`src/rtl/scan_select.sv`:
```
// Registered N-channel, W-bit selector with manual select and round-robin auto-scan.
// Optional mask-driven channel skipping in scan mode: define SCAN_SELECT_MASK_SKIP_EN.
module scan_select #(
   parameter  int N     = 4,
   parameter  int W     = 1,
   parameter  int DWELL = 4,
   localparam int SELW  = $clog2(N)
) (
   input  logic              clk,
   input  logic              rst,
   input  logic [N*W-1:0]    in,
   input  logic [SELW-1:0]   sel,
   input  logic              mode,
   input  logic [N-1:0]      mask,
   output logic [W-1:0]      out,
   output logic [SELW-1:0]   cur_sel,
   output logic              valid,
   output logic              wrap
);

   localparam int              CW       = (DWELL > 1) ? $clog2(DWELL) : 1;
   localparam int              NSLOT    = 2 ** SELW;
   localparam logic [CW-1:0]   CNT_LAST = CW'(DWELL - 1);
   localparam logic [SELW-1:0] SEL_LAST = SELW'(N - 1);

   typedef enum logic {MANUAL, SCAN} state_t;

   state_t          state_reg;
   logic [CW-1:0]   cnt_reg;
   logic [W-1:0]    ch [NSLOT];
   logic [SELW-1:0] adv_sel;
   logic            adv_wrap;
   logic [SELW-1:0] first_sel;
   logic            any_en;

   // Slots beyond N read as zero so an out-of-range select yields out = 0.
   generate
      for (genvar gi = 0; gi < NSLOT; gi++) begin : g_ch
         if (gi < N) begin : g_live
            assign ch[gi] = in[gi*W +: W];
         end else begin : g_pad
            assign ch[gi] = '0;
         end
      end
   endgenerate

`ifdef SCAN_SELECT_MASK_SKIP_EN
   logic [SELW-1:0] hi_sel;
   logic            found_hi;

   // Descending scan: the last hit is the lowest enabled index overall and above cur_sel.
   always_comb begin
      first_sel = '0;
      any_en    = 1'b0;
      hi_sel    = '0;
      found_hi  = 1'b0;
      for (int i = N - 1; i >= 0; i--) begin
         if (mask[i]) begin
            first_sel = SELW'(i);
            any_en    = 1'b1;
            if (i > int'(cur_sel)) begin
               hi_sel   = SELW'(i);
               found_hi = 1'b1;
            end
         end
      end
      adv_sel  = found_hi ? hi_sel : first_sel;
      adv_wrap = !found_hi;
   end
`else
   logic unused_mask;
   assign unused_mask = ^mask;

   // Explicit wrap at N-1: N need not be a power of two.
   always_comb begin
      first_sel = '0;
      any_en    = 1'b1;
      adv_wrap  = (cur_sel == SEL_LAST);
      adv_sel   = adv_wrap ? '0 : cur_sel + SELW'(1);
   end
`endif

   always_ff @(posedge clk) begin
      if (rst) begin
         state_reg <= MANUAL;
         cnt_reg   <= '0;
         out       <= '0;
         cur_sel   <= '0;
         valid     <= 1'b0;
         wrap      <= 1'b0;
      end else begin
         state_reg <= mode ? SCAN : MANUAL;
         if (!mode) begin
            cur_sel <= sel;
            out     <= ch[sel];
            valid   <= (int'(sel) < N);
            cnt_reg <= '0;
            wrap    <= 1'b0;
         end else if (!any_en) begin
            // Nothing enabled: park position and dwell count, blank the output.
            out   <= '0;
            valid <= 1'b0;
            wrap  <= 1'b0;
         end else if (state_reg == MANUAL) begin
            cur_sel <= first_sel;
            out     <= ch[first_sel];
            valid   <= 1'b1;
            cnt_reg <= '0;
            wrap    <= 1'b0;
         end else if (cnt_reg != CNT_LAST) begin
            out     <= ch[cur_sel];
            valid   <= (int'(cur_sel) < N);
            cnt_reg <= cnt_reg + CW'(1);
            wrap    <= 1'b0;
         end else begin
            cur_sel <= adv_sel;
            out     <= ch[adv_sel];
            valid   <= 1'b1;
            cnt_reg <= '0;
            wrap    <= adv_wrap;
         end
      end
   end

endmodule

```
`config.mk`:
```
export PLATFORM = sky130hd
export DESIGN_NAME = scan_select
export DESIGN_NICKNAME = d
export VERILOG_FILES = /design/src/rtl/scan_select.sv
export SDC_FILE = /design/constraint.sdc
export NUM_CORES = 1
export LEC_CHECK = 0
export CORE_AREA = 2 2 39 41
export CTS_CLUSTER_DIAMETER = 150
export DETAILED_ROUTE_END_ITERATION = 8
export DIE_AREA = 0 0 41 43
export PLACE_DENSITY = 0.58
export REMOVE_ABC_BUFFERS = 1
export SLEW_MARGIN = 20
export SYNTH_ARGS = -nofsm -noshare
export SYNTH_HDL_FRONTEND = slang
export SYNTH_SLANG_ARGS = --single-unit
```
`constraint.sdc`:
```
create_clock -name clk -period 3.09 [get_ports clk]
set_input_delay 0.4635 -clock clk [delete_from_list [all_inputs] [get_ports clk]]
set_output_delay 0.4635 -clock clk [all_outputs]
set_load 0.1 [all_outputs]
```
==> flow_metrics.env <==
export IMPL_synthArstFlopShare_pct=0
export IMPL_grt_max_degree=9
export IMPL_p_per_area_mw_per_mm2=440
export IMPL_start_util_pct=28.6
export IMPL_coreArea_mm2=0.00138
export IMPL_synth_area_per_cell_um2=12.4
export IMPL_drive_gt1_share_pct=29.2
export IMPL_crit_type="reg2reg"
export IMPL_maxSlewViolCount=0
export IMPL_wl_per_cell_um=12.1
export IMPL_critPathBufInv=0
export IMPL_worstMarginPinSlew_ps=278
export IMPL_hold_viol_final=0
export IMPL_routed_via_density=5.03
export IMPL_setup_tns_final_ps=0
export IMPL_crit_slowest_cell="mux4_1"
export IMPL_holdPathEnd="cnt_reg[0]"
export IMPL_cts_buffers=3
export IMPL_grt_overflow=0
export IMPL_die_height_um=43
export IMPL_status="complete, no violations"
export IMPL_fin_crit_ps=1600
export IMPL_synth_edf_count=0
export IMPL_hold_class="reg2reg"
export IMPL_io_pins=18
export IMPL_ys_warn_count=0
export IMPL_p_sw_mw=0.0686
export IMPL_cts_resized=0
export IMPL_rr_worst_depth=4
export IMPL_synth_top_area_share_pct=40.5
export IMPL_clockBufferDepth=2
export IMPL_setup_ws_ps=1490
export IMPL_holdWs_ps=421
export IMPL_fin_util_pct=40.1
export IMPL_synth_main_ff_cell="dfxtp_1"
export IMPL_placed_area_um2=533
export IMPL_clock_sinks=8
export IMPL_fmax_mhz=626
export IMPL_swShare_pct=28.1
export IMPL_ctsHtreeMaxLevel=1
export IMPL_detail_route_drc_violations=0
export IMPL_regToRegEndpoint="out"
export IMPL_cp_end_kind="flop"
export IMPL_cts_tree="done"
export IMPL_num_vias=322
export IMPL_power_frac_comb_pct=23.3
export IMPL_cts_hold_buf=0
export IMPL_die_w_um=41
export IMPL_antenna_found_initial=0
export IMPL_antennaDiodeCount=0
export IMPL_r2r_start="cur_sel[0]"
export IMPL_setup_viol=0
export IMPL_relSlewSlack_pct=81.6
export IMPL_p_clk_share_pct=31.4
export IMPL_cap_violations=0
export IMPL_critical_path_max_stage_delay_ps=540
export IMPL_clkSlewWorstSetupHoldPaths_ps=50
export IMPL_place_congestion=0.767
export IMPL_portBuffers=13
export IMPL_synth_most_common_cell="dfxtp_1"
export IMPL_synth_seq_cells=8
export IMPL_ant_nets=0
export IMPL_worstSetupStartpointType="flop"
export IMPL_place_ws_ps=1250
export IMPL_post_cts_buffers=0
export IMPL_cp_arrival_ps=1730
export IMPL_p_seq_share_pct=45.4
export IMPL_min_delay_path_depth=1
export IMPL_critPathTopFamily="multiplexers"
export IMPL_synthCells=32
export IMPL_cp_max_fo=5
export IMPL_grt_pass1_wl_um=1300
export IMPL_rows=14
export IMPL_intPower_mw=0.176
export IMPL_fin_nets=65
export IMPL_fin_crit_sh_pct=51.7
export IMPL_p_leak_nw=0.240
export IMPL_path_cells="ha_1 -> mux4_1 -> a22oi_1 -> o21ai_1"
export IMPL_synth_distinct_cells=19
export IMPL_wirelength_um=777
export IMPL_rsz0062_at_grt="false"
export IMPL_hp_start="cnt_reg[0]"
export IMPL_synthTopCellsByArea="dfxtp_1 (41%), mux4_2 (11%), mux4_1 (6.6%)"
export IMPL_reg2reg_setup_slack_ps=1490
export IMPL_final_area_um2=556
export IMPL_clk_insertion_delay_late_ps=250
export IMPL_syn2layout_area_growth_pct=40.5
export IMPL_cts_root_buffer="clkbuf_4"
export IMPL_yosysTopAreaCell="dfxtp_1"
export IMPL_dr_pass1_iters=2
export IMPL_grt_pass1_vias=304
export IMPL_drt_iter0_markers=2
export IMPL_final_setup_skew_ps=3.39
export IMPL_cp_data_required_time_ps=3220
export IMPL_ir_worst_vdd_uv=200
export IMPL_netlist_area_um2=395
export IMPL_track_usage_pct=11.7
export IMPL_dieArea_mm2=0.00176
export IMPL_ys_seq_area_share_pct=40.5
final cells by class:
cell class	count	area, um^2
fillers	138	828
multi-input cells	23	231
flip-flops and latches	8	160
repair buffers	13	118
clock buffers	3	22.5
well taps	16	20.0
inverters	1	3.75
worst register-to-register path, stage by stage (launching register included):
cell and delay, ps:
dfxtp_1 370, ha_1 330, mux4_1 540, a22oi_1 160, o21ai_1 80
per-stage QoR:
stage / power, mW / cells
floorplan: 0.149 / 32
global placement: 0.169 / 61
detailed placement: 0.170 / 61
CTS: 0.250 / 64
global route: 0.261 / 64
finish: 0.244 / 64
power by group through the flow:
stage               clock network, mW  logic, mW  registers [mW]
finish                         0.0766     0.0568           0.111
CTS                            0.0821     0.0572           0.111
detailed placement                  0     0.0571           0.113
global placement                    0     0.0562           0.113
floorplan                           0     0.0145           0.134
global route                   0.0895     0.0600           0.111
worst max path at each step:
stage	start	end	slack [ps]	cells past startpoint
final	cur_sel[0]	out	1490	4
after detailed placement	sel[0]	out	1250	4
after CTS	cur_sel[0]	out	1490	4
after floorplan	cur_sel[0]	out	900	4
after global placement	sel[0]	out	1290	4
after global routing	cur_sel[0]	out	1400	4
cells by family after synthesis:
group	count (synthesis)	share of synthesized area, %
fa+ha+maj	2	6.33
xor+xnor	1	2.22
buf+inv	1	0.948
flops	8	40.5
simple gates	11	20.9
compound gates	4	5.70
mux	5	23.4
cells in the final DEF, fill, tap and decap left out:
master and count:
mux4_1 1, and4_1 1, nand3_1 2, inv_1 1, xor2_1 1, clkbuf_4 3
and4b_2 1, dfxtp_1 8, nor2b_1 2, mux2i_1 1, mux2_2 1, a21oi_1 2
a22oi_1 1, ha_1 2, clkdlybuf4s50_1 8, and2b_2 1, nand2b_1 2, mux4_2 2
and4bb_2 1, and2_1 1, buf_4 5, o21ai_1 1
per-layer routing:
layer | wire length [um] | vias up | global-route usage [%]
met5 | 0 | - | 0
met4 | 0 | 0 | 6.00
met3 | 37 | 0 | 7.85
met2 | 414 | 8 | 15.3
met1 | 324 | 156 | 14.0
li1 | - | 158 | -
No activity file was read; power rests on OpenSTA's default activity.
